$ cat src/rtl/error_recovery_unit.sv
// Serial error-recovery stage for an approximate adder tree: adds the shifted
// dropped-carry vector back onto the approximate product one slice per cycle.
module error_recovery_unit #(
    parameter int DATA_W  = 32,
    parameter int SLICE_W = 8
) (
    input  logic                    clk,
    input  logic                    rst_n,
    input  logic                    in_valid,
    output logic                    in_ready,
    input  logic [DATA_W-1:0]       in_approx,
    input  logic [DATA_W-1:0]       in_err,
    input  logic                    in_recover,
    output logic                    out_valid,
    input  logic                    out_ready,
    output logic [DATA_W-1:0]       out_result,
    output logic                    out_ovf,
    output logic [$clog2(DATA_W):0] out_nerr
);
    localparam int NS = DATA_W / SLICE_W;
    localparam int CW = (NS > 1) ? $clog2(NS) : 1;
    localparam int NW = $clog2(DATA_W) + 1;

    typedef enum logic [1:0] {IDLE, ADD, DONE} state_t;

    state_t            state;
    logic [DATA_W-1:0] a_reg, e_reg, res, res_next;
    logic [CW-1:0]     k;
    logic              carry, pend_ovf, c_out;
    logic [NW-1:0]     nerr_reg, in_cnt;
    logic [SLICE_W-1:0] sum_sl;

    function automatic logic [NW-1:0] popcount(input logic [DATA_W-1:0] v);
        logic [NW-1:0] c;
        c = '0;
        for (int i = 0; i < DATA_W; i++) c = c + NW'(v[i]);
        return c;
    endfunction

    // Operands are shifted down each cycle so the active slice is always at the bottom;
    // the result fills in from the top and is only exposed once complete.
    always_comb begin
        {c_out, sum_sl} = {1'b0, a_reg[SLICE_W-1:0]} + {1'b0, e_reg[SLICE_W-1:0]}
                        + (SLICE_W+1)'(carry);
        res_next = (res >> SLICE_W) | (DATA_W'(sum_sl) << (DATA_W - SLICE_W));
        in_cnt   = popcount(in_err);
    end

    always_ff @(posedge clk or negedge rst_n) begin
        if (!rst_n) begin
            state      <= IDLE;
            in_ready   <= 1'b0;
            out_valid  <= 1'b0;
            out_result <= '0;
            out_ovf    <= 1'b0;
            out_nerr   <= '0;
            a_reg      <= '0;
            e_reg      <= '0;
            res        <= '0;
            k          <= '0;
            carry      <= 1'b0;
            pend_ovf   <= 1'b0;
            nerr_reg   <= '0;
        end else begin
            case (state)
                IDLE: begin
                    if (in_valid && in_ready) begin
                        in_ready <= 1'b0;
                        pend_ovf <= in_err[DATA_W-1];
                        nerr_reg <= in_cnt;
                        if (in_recover) begin
                            a_reg <= in_approx;
                            e_reg <= in_err << 1;
                            res   <= '0;
                            k     <= '0;
                            carry <= 1'b0;
                            state <= ADD;
                        end else begin
                            out_result <= in_approx;
                            out_ovf    <= 1'b0;
                            out_nerr   <= in_cnt;
                            out_valid  <= 1'b1;
                            state      <= DONE;
                        end
                    end else begin
                        in_ready <= 1'b1;
                    end
                end
                ADD: begin
                    a_reg <= a_reg >> SLICE_W;
                    e_reg <= e_reg >> SLICE_W;
                    carry <= c_out;
                    res   <= res_next;
                    k     <= k + 1'b1;
                    if (k == CW'(NS - 1)) begin
                        out_result <= res_next;
                        out_ovf    <= c_out | pend_ovf;
                        out_nerr   <= nerr_reg;
                        out_valid  <= 1'b1;
                        state      <= DONE;
                    end
                end
                DONE: begin
                    if (out_ready) begin
                        out_valid <= 1'b0;
                        in_ready  <= 1'b1;
                        state     <= IDLE;
                    end
                end
                default: state <= IDLE;
            endcase
        end
    end
endmodule
$ cat config.mk
export PLATFORM = sky130hd
export DESIGN_NAME = error_recovery_unit
export DESIGN_NICKNAME = d
export VERILOG_FILES = /design/src/rtl/error_recovery_unit.sv
export SDC_FILE = /design/constraint.sdc
export NUM_CORES = 1
export LEC_CHECK = 0
export ABC_AREA = 1
export CAP_MARGIN = 25
export CORE_MARGIN = 5
export CORE_UTILIZATION = 35
export CTS_BUF_LIST = sky130_fd_sc_hd__clkbuf_2
export DETAILED_ROUTE_END_ITERATION = 10
export GPL_TIMING_DRIVEN = 0
export PLACE_DENSITY = 0.66
export SLEW_MARGIN = 0
export SYNTH_ARGS = -nofsm -noshare
export SYNTH_HDL_FRONTEND = slang
export SYNTH_SLANG_ARGS = --single-unit
$ cat constraint.sdc
create_clock -name clk -period 1.6 [get_ports clk]
set_input_delay 0.24 -clock clk [delete_from_list [all_inputs] [get_ports clk]]
set_output_delay 0.24 -clock clk [all_outputs]
set_load 0.01 [all_outputs]
==> summary.md, run 1 <==
| Metric | Value |
|---|---|
| Total of max-cap violations | `0` |
| Simple logic cell fraction of the synthesized area | `roughly 18%` |
| Ys async rst share | `100%` |
| CP Capture Type | `register` |
| Busiest grt layer | `met2` |
| CTS tree | `built` |
| Slew @ Worst Pin | `0.621 ns` |
| # IOs | `between 100 and 150` |
| Die Y | `between 150 and 200 um` |
| Post-synthesis mux area share | `0%` |
| Post-Synth Adder-Cell Area | `9.98%` |
| Status | `finished with violations` |
| First-pass GRT wire length | `~35 mm` |
| Layout cells sized above 1 | `between 20 and 30%` |
| Fmax | `265 MHz` |
| CTS clk-pin slew, worst paths | `~0.23 ns` |
| Routing usage on met2 | `between 30% and 40%` |
| Initial Utilization | `35.3%` |
| CTS Sinks | `about 140` |
| Largest net degree at the start of global routing | `between 70 and 80` |
| Drt drc | `0` |
| Critical setup path kind | `primary input to register` |
| Post-synthesis compound-gate area fraction | `around an eighth` |
| Period minus WS final | `between 3 and 4 ns` |
| Critical Path RT | `about 2.3 ns` |
| EDFF count, synth | `0` |
| Mean Syn Cell Area | `just under 9 um2` |
| Predominant post-synthesis flop cell | `dfrtp_1` |
| Critical path's slowest cell | `fa_1` |
| Fillers | `1948` |
| Max IR drop VDD | `approximately 1.4 mV` |
| Die Width | `approximately 150 um` |
| Total gr overflow | `0` |
| Synthesized flop and latch total | `between 100 and 150` |
| Count leader, synth | `nand2_1` |
| Crit path DAT | `between 4 and 5 ns` |
| Int Power | `about 12 mW` |
| Critical path's largest stage delay | `about 0.56 ns` |
| Post-DP HPWL | `approximately 16 mm` |
| Final critical-path share of the clock period | `236%` |
| Port Buffers | `~110` |
| Combinational family with the most area after synthesis | `simple AND/OR/NAND/NOR gates` |
| Yosys warning count | `0` |
| Yosys top cell area share | `between 40% and 50%` |
| Flop pwr share | `between 20% and 30%` |
| CP cell instances | `buf_6 -> fa_1 -> inv_2 -> fa_1 -> fa_1 -> fa_1 -> fa_1 -> fa_1 -> inv_2 -> ha_4 -> fa_2 -> nand3_2 -> nand2_2 -> nand2_2 -> nand3_2 -> o211ai_1 -> nand2_1` |
| Wire length per cell | `~17 um` |
| Drt pass-1 iters | `6` |
| Slew Limit Headroom | `between 50% and 60%` |
| Synth area leader | `dfrtp_1` |
| Crit path top cell by count | `fa_1` |
| Clock share of power | `between 10% and 20%` |
| Failing checks | `setup timing` |
| Yosys cell types | `32` |
| GRT met1 Usage | `25.9%` |
| Routed Antenna Nets | `0` |
| Worst Skew | `0.0394 ns` |
| Worst R2R Start | `a_reg[0]` |
| RSZ-0062 raised after global routing | `yes` |
| CTS Root Buffer Type | `clkbuf_2` |
| Top post-synthesis cells by area | `dfrtp_1, nand2_1, fa_1` |
| Vias in the first global route | `about 6300` |
| GR Layer Usage met3 | `under 10%` |
| Xor-xnor portion of the synthesized cell area | `less than 1%` |
| Mapped cell area | `between 7000 and 8000 um2` |
| Worst Hold Class | `primary input to asynchronous set/reset pin` |
| Clk_lat worst skew | `about 0.78 ns` |
| Placer Congestion | `0.888` |
| Final slew viol count | `0` |
| Post-synth top cells | `nand2_1, dfrtp_1, inv_1` |
| Post-synthesis sequential area ratio | `between 40% and 50%` |
| Post-route setup TNS | `-25.75 ns` |
| Switching Fraction | `around 45%` |
| Initial antenna violation count | `1` |
| Vias | `between 6000 and 7000` |
| NetSw | `9.41 mW` |
| TritonCTS buffer count | `17` |
| Final count of negative-setup-slack endpoints | `32` |
| Fin. Hold Viols | `0` |
| H-tree levels | `4` |
| Max FO, Critical Path | `2` |
| Syn Nets | `slightly above 900` |
| Rows | `52` |
| Final Worst Setup Slack | `-2.17 ns` |
| Total Routed Length | `roughly 22 mm` |
| Clock buffer depth | `2` |
| DP Worst Slack | `-3.46 ns` |
| Critical path startpoint category | `primary input` |
| Avg Vias per Cell | `a little under 5` |
| Nets | `approximately 1100` |
| GRT Total Usage | `a little under a fifth` |
| DR iter-0 viols | `500` |
| Synthesized instance count | `about 800` |
| PwrDens | `2190 nW/um2` |
| Die Footprint | `about 23000 um2` |
| Flop-to-flop setup slack | `-0.30 ns` |
| Core Box Area | `~20000 um2` |
| Reg2Reg Depth | `10` |
| Static Leakage | `between 4 and 5 nW` |
| Gate power share | `59.0%` |
| Worst R2R End | `carry` |
| Layout area overhead | `35.1%` |
-- power by group through the flow --
stage | logic (mW) | registers, mW | clock network, mW
finish | 12.4 | 6.16 | 2.45
global placement | 10.5 | 6.18 | 0
floorplan | 6.97 | 6.20 | 0
global route | 13.8 | 6.33 | 2.62
detailed placement | 10.8 | 6.22 | 0
CTS | 11.6 | 6.11 | 2.47
-- kinds of logic (layout without fill, tap and decap cells) --
kind of cell | Yosys count | after routing
simple gates | 320 | 320
compound gates | 152 | 152
buf+inv | 148 | 355
flops | 141 | 141
fa+ha+maj | 41 | 41
xor+xnor | 2 | 2
other cells | 0 | 1
-- timing repair --
action	4_1_cts	5_1_grt
endpoints found under the hold margin	156	0
resized for setup	293	63
setup buffers	35	16
setup endpoints to repair	129	162
pin swaps	30	32
hold buffers	16	0
-- final cells by class --
class                           instances  area, um2  area share (%)
Sequential cell                       141       3530            36.8
Buffer                                 41        333            3.47
Multi-Input combinational cell        515       3180            33.2
Clock inverter                         13        191            2.00
Timing Repair Buffer                  177       1510            15.8
Tap cell                              270        338            3.52
Antenna cell                            1       2.50          0.0261
Inverter                              107        413            4.31
Clock buffer                           17       85.1           0.887
-- worst max path at each step --
stage / endpoint / start / slack [ns] / depth (start not counted)
3_5_place_dp: out_nerr[4] / in_err[23] / -3.46 / 17
6_report: out_nerr[4] / in_err[17] / -2.17 / 17
2_1_floorplan: out_nerr[4] / in_err[17] / -2.64 / 16
3_3_place_gp: out_result[28] / rst_n / -5.68 / 1
5_1_grt: out_nerr[4] / in_err[17] / -2.27 / 17
4_1_cts: out_nerr[4] / in_err[15] / -2.23 / 17
-- critical path, delay by kind of cell --
kind	cells	cell delay (ns)
AOI/OAI and AO/OA	1	0.10
adders and majority gates	8	3.57
buffers and inverters	3	0.20
and+or+nand+nor	5	0.33
-- cell usage in the layout (no fill, tap or decap), types with 5 or more instances in the layout --
cell and n:
nand2_1 214, dfrtp_1 140, inv_1 83, nor2_1 54
buf_4 53, clkdlybuf4s50_1 52, buf_2 45, o21ai_1 31
buf_6 30, o211ai_1 30, a31oi_1 28, clkbuf_2 24
o21ai_0 22, inv_2 20, fa_1 20, dlygate4sd3_1 16
nand3_1 12, ha_1 10, nand2_2 9, clkbuf_4 9
nand3_2 9, a21oi_1 8, a22oi_1 8, nor3_1 7
a21oi_2 7, fa_2 6, buf_8 5, a211oi_1 5
o21ai_2 5
-- per-stage QoR --
step | hold slack [ns] | power (mW) | area (um2) | utilization (%) | cells
after floorplan | -0.0556 | 13.2 | 7160 | - | 804
after detailed placement | 0.285 | 17.0 | 8610 | 42.8 | 1184
after global routing | -0.00224 | 22.7 | 9590 | 47.7 | 1282
after CTS | 0.000696 | 20.1 | 9260 | 46.1 | 1265
final | 0.00559 | 21.0 | 9590 | 47.7 | 1282
after global placement | 0.457 | 16.7 | 8590 | 42.7 | 1183
-- metal layers --
layer | wire length, um | share of wire, % | vias to the layer above
met4 | 429 | 2.0 | 0
met5 | 0 | 0 | -
met2 | 10600 | 48 | 197
met3 | 1130 | 5.1 | 36
li1 | - | - | 2987
met1 | 9820 | 45 | 3088
Note: power is estimated with default switching activity, not from simulation.
==> run 2, diff against run 1 <==
--- a/config.mk
+++ b/config.mk
@@ -11,8 +11,8 @@
 export CORE_UTILIZATION = 35
 export CTS_BUF_LIST = sky130_fd_sc_hd__clkbuf_2
 export DETAILED_ROUTE_END_ITERATION = 10
-export GPL_TIMING_DRIVEN = 0
 export PLACE_DENSITY = 0.66
+export SETUP_SLACK_MARGIN = 0.02
 export SLEW_MARGIN = 0
 export SYNTH_ARGS = -nofsm -noshare
 export SYNTH_HDL_FRONTEND = slang
==> summary.md, run 2 (same netlist as run 1, synthesis figures left out) <==
| Metric | Value |
|---|---|
| Flop-to-flop setup slack | `-0.25 ns (+0.05 ns)` |
| GRT Total Usage | `16.8% (-2.2 points)` |
| Fin. Hold Viols | `0 (unchanged)` |
| # IOs | `110 (unchanged)` |
| PwrDens | `2110 nW/um2 (-3.9%)` |
| CTS Root Buffer Type | `clkbuf_2` |
| Slew @ Worst Pin | `0.496 ns (-0.124 ns)` |
| Routed Antenna Nets | `0 (unchanged)` |
| Period minus WS final | `3.75 ns (-0.0207 ns)` |
| Crit path top cell by count | `fa_1` |
| Gate power share | `59.2% (+0.2 points)` |
| Vias | `6114 (-3.1%)` |
| Total of max-cap violations | `0 (unchanged)` |
| Final std cells w/o fill | `1289 (+0.55%)` |
| Drt drc | `0 (unchanged)` |
| Initial Utilization | `35.3% (unchanged)` |
| Worst Hold Class | `primary input to register` |
| Drt pass-1 iters | `5 (-1)` |
| Status | `finished with violations` |
| Rows | `52 (unchanged)` |
| Post-DP HPWL | `13.8 mm (-13%)` |
| CTS Sinks | `141 (unchanged)` |
| Placer Congestion | `0.822 (-7.5%)` |
| Initial antenna violation count | `1 (unchanged)` |
| Vias in the first global route | `6213 (-1.2%)` |
| Core Box Area | `20100 um2 (unchanged)` |
| NetSw | `8.86 mW (-5.8%)` |
| Port Buffers | `109 (unchanged)` |
| Worst R2R End | `out_result[30]` |
| Worst R2R Start | `carry` |
| Wire length per cell | `15.1 um (-12%)` |
| Finished Core Util | `48.1% (+0.37 points)` |
| Switching Fraction | `43.6% (-1.2 points)` |
| CP cell instances | `buf_6 -> inv_4 -> fa_1 -> fa_1 -> fa_1 -> fa_1 -> fa_1 -> fa_1 -> inv_2 -> ha_4 -> fa_2 -> nand3_2 -> nand2_2 -> nand2_2 -> nand3_2 -> o211ai_1 -> nand2_1` |
| Die Footprint | `23200 um2 (unchanged)` |
| Final slew viol count | `0 (unchanged)` |
| Max IR drop VDD | `1.19 mV (-14%)` |
| Flop pwr share | `30.5% (+1.2 points)` |
| Total gr overflow | `0 (unchanged)` |
| Die Y | `152 um (unchanged)` |
| Layout area overhead | `36.1%` |
| Worst Skew | `0.0355 ns (-0.00389 ns)` |
| Slew Limit Headroom | `66.9% (+8.3 points)` |
| Fmax | `266 MHz (+0.55%)` |
| Total Routed Length | `19.4 mm (-12%)` |
| Failing checks | `setup timing` |
| Critical Path RT | `2.23 ns (-0.03 ns)` |
| CP Capture Type | `register` |
| First-pass GRT wire length | `31.8 mm (-9.0%)` |
| Avg Vias per Cell | `4.74 (-3.6%)` |
| H-tree levels | `4 (unchanged)` |
| Final critical-path share of the clock period | `235% (-1.3 points)` |
| Commonest non-fill, non-tap cell in the layout | `nand2_1` |
| CTS tree | `built` |
| Hold Path Origin | `in_approx[18]` |
| Nets | `1116 (+0.54%)` |
| Reg2Reg Depth | `11 (+1)` |
| DR iter-0 viols | `340 (-32%)` |
| Critical path's largest stage delay | `0.58 ns (+0.02 ns)` |
| CP Buf/Inv Count | `3 (unchanged)` |
| Int Power | `11.5 mW (-0.97%)` |
| CTS clk-pin slew, worst paths | `0.23 ns (about the same)` |
| Static Leakage | `4.68 nW (+0.88%)` |
| Max FO, Critical Path | `2 (unchanged)` |
| Critical path startpoint category | `primary input` |
| Hold Path Cell Cnt | `3` |
| Critical setup path kind | `primary input to register` |
| Clk_lat worst skew | `0.74 ns (-0.04 ns)` |
| CP top delay family | `adder cells` |
| Clock buffer depth | `2 (unchanged)` |
| WHS Endpoint | `out_result[18]` |
| RSZ-0062 raised after global routing | `yes` |
| Crit path DAT | `4.39 ns (-0.05 ns)` |
| Layout cells sized above 1 | `25.2% (-0.37 points)` |
| Leading cell types in the layout, fill and taps excluded | `nand2_1, dfrtp_1, inv_1` |
| Clock share of power | `10.3% (-1.4 points)` |
| Critical path's slowest cell | `fa_1` |
| TritonCTS buffer count | `17 (unchanged)` |
| Die Width | `152 um (unchanged)` |
| Cell count after placement | `1200 (+1.4%)` |
| Final Worst Setup Slack | `-2.15 ns (+0.0207 ns)` |
| Final count of negative-setup-slack endpoints | `21 (-34%)` |
| Largest net degree at the start of global routing | `48 (-39%)` |
[run 2: cell count changes in the layout (fill, tap and decap cells not counted), sizes merged]
cell / delta
buf: +21
bufinv: -2
clkbuf: -16
clkinv: +5
clkinvlp: -2
dlygate4sd3: +1
[run 2: layout make-up]
type | instances | area [um2]
Sequential cell | 141 | 3530
Timing Repair Buffer | 224 | 1950
Inverter | 107 | 407
Tap cell | 270 | 338
Antenna cell | 1 | 2.50
Clock inverter | 14 | 145
Multi-Input combinational cell | 515 | 3200
Fill cell | 1888 | 10400
Clock buffer | 17 | 85.1
[run 2: per-layer routing]
metal / track usage, % / vias to the layer above / wire length, um
li1: - / 2985 / -
met2: 27.8 / 174 / 9400
met4: 4.92 / 0 / 378
met5: 0 / - / 0
met1: 21.7 / 2923 / 8370
met3: 4.86 / 32 / 1250
[run 2: how the worst max path moves through the flow]
stage                     startpoint          end  depth (start not counted)
after floorplan           in_err[17]  out_nerr[4]                         16
after global placement    in_err[23]  out_nerr[4]                         17
after CTS                  in_err[0]  out_nerr[4]                         17
after detailed placement  in_err[23]  out_nerr[4]                         17
after global routing      in_err[27]  out_nerr[4]                         17
final                     in_err[27]  out_nerr[4]                         17
[run 2: worst register-to-register path, delay by kind of cell (launching register included)]
family,cells,cell delay [ns]
AO/OA/AOI/OAI,1,0.16
flip-flops,1,0.46
AND/OR/NAND/NOR,6,0.46
buffers and inverters,2,0.13
adder cells (fa/ha/maj),2,0.57
[run 2: power by group through the flow]
stage               Clock, mW  Sequential (mW)  Combinational, mW
floorplan                   0             6.20               6.96
global placement            0             6.22               10.6
detailed placement          0             6.25               10.9
CTS                      2.14             6.14               11.2
global route             2.30             6.38               13.5
finish                   2.09             6.21               12.0
[run 2: stage by stage]
| step | setup slack [ns] | total power, mW | hold slack (ns) | instance area, um2 | TNS (ns) |
|---|---|---|---|---|---|
| 2_1_floorplan | -2.64 | 13.2 | -0.0556 | 7160 | -29.17 |
| 3_3_place_gp | -3.31 | 16.8 | 0.203 | 8940 | -42.36 |
| 6_report | -2.15 | 20.3 | 0.0681 | 9660 | -24.76 |
| 5_1_grt | -2.20 | 22.2 | 0.00885 | 9660 | -27.74 |
| 3_5_place_dp | -3.39 | 17.1 | 0.211 | 8940 | -43.99 |
| 4_1_cts | -2.21 | 19.5 | 0.0191 | 9330 | -24.69 |
[run 2: timing repair]
item                                    in CTS  in global routing
pin swaps                                   31                 25
setup buffers                               22                 19
gates resized for setup                    254                 37
endpoints found under the setup margin      67                 84
hold buffers                                17                  0
hold endpoints to repair                   156                  0
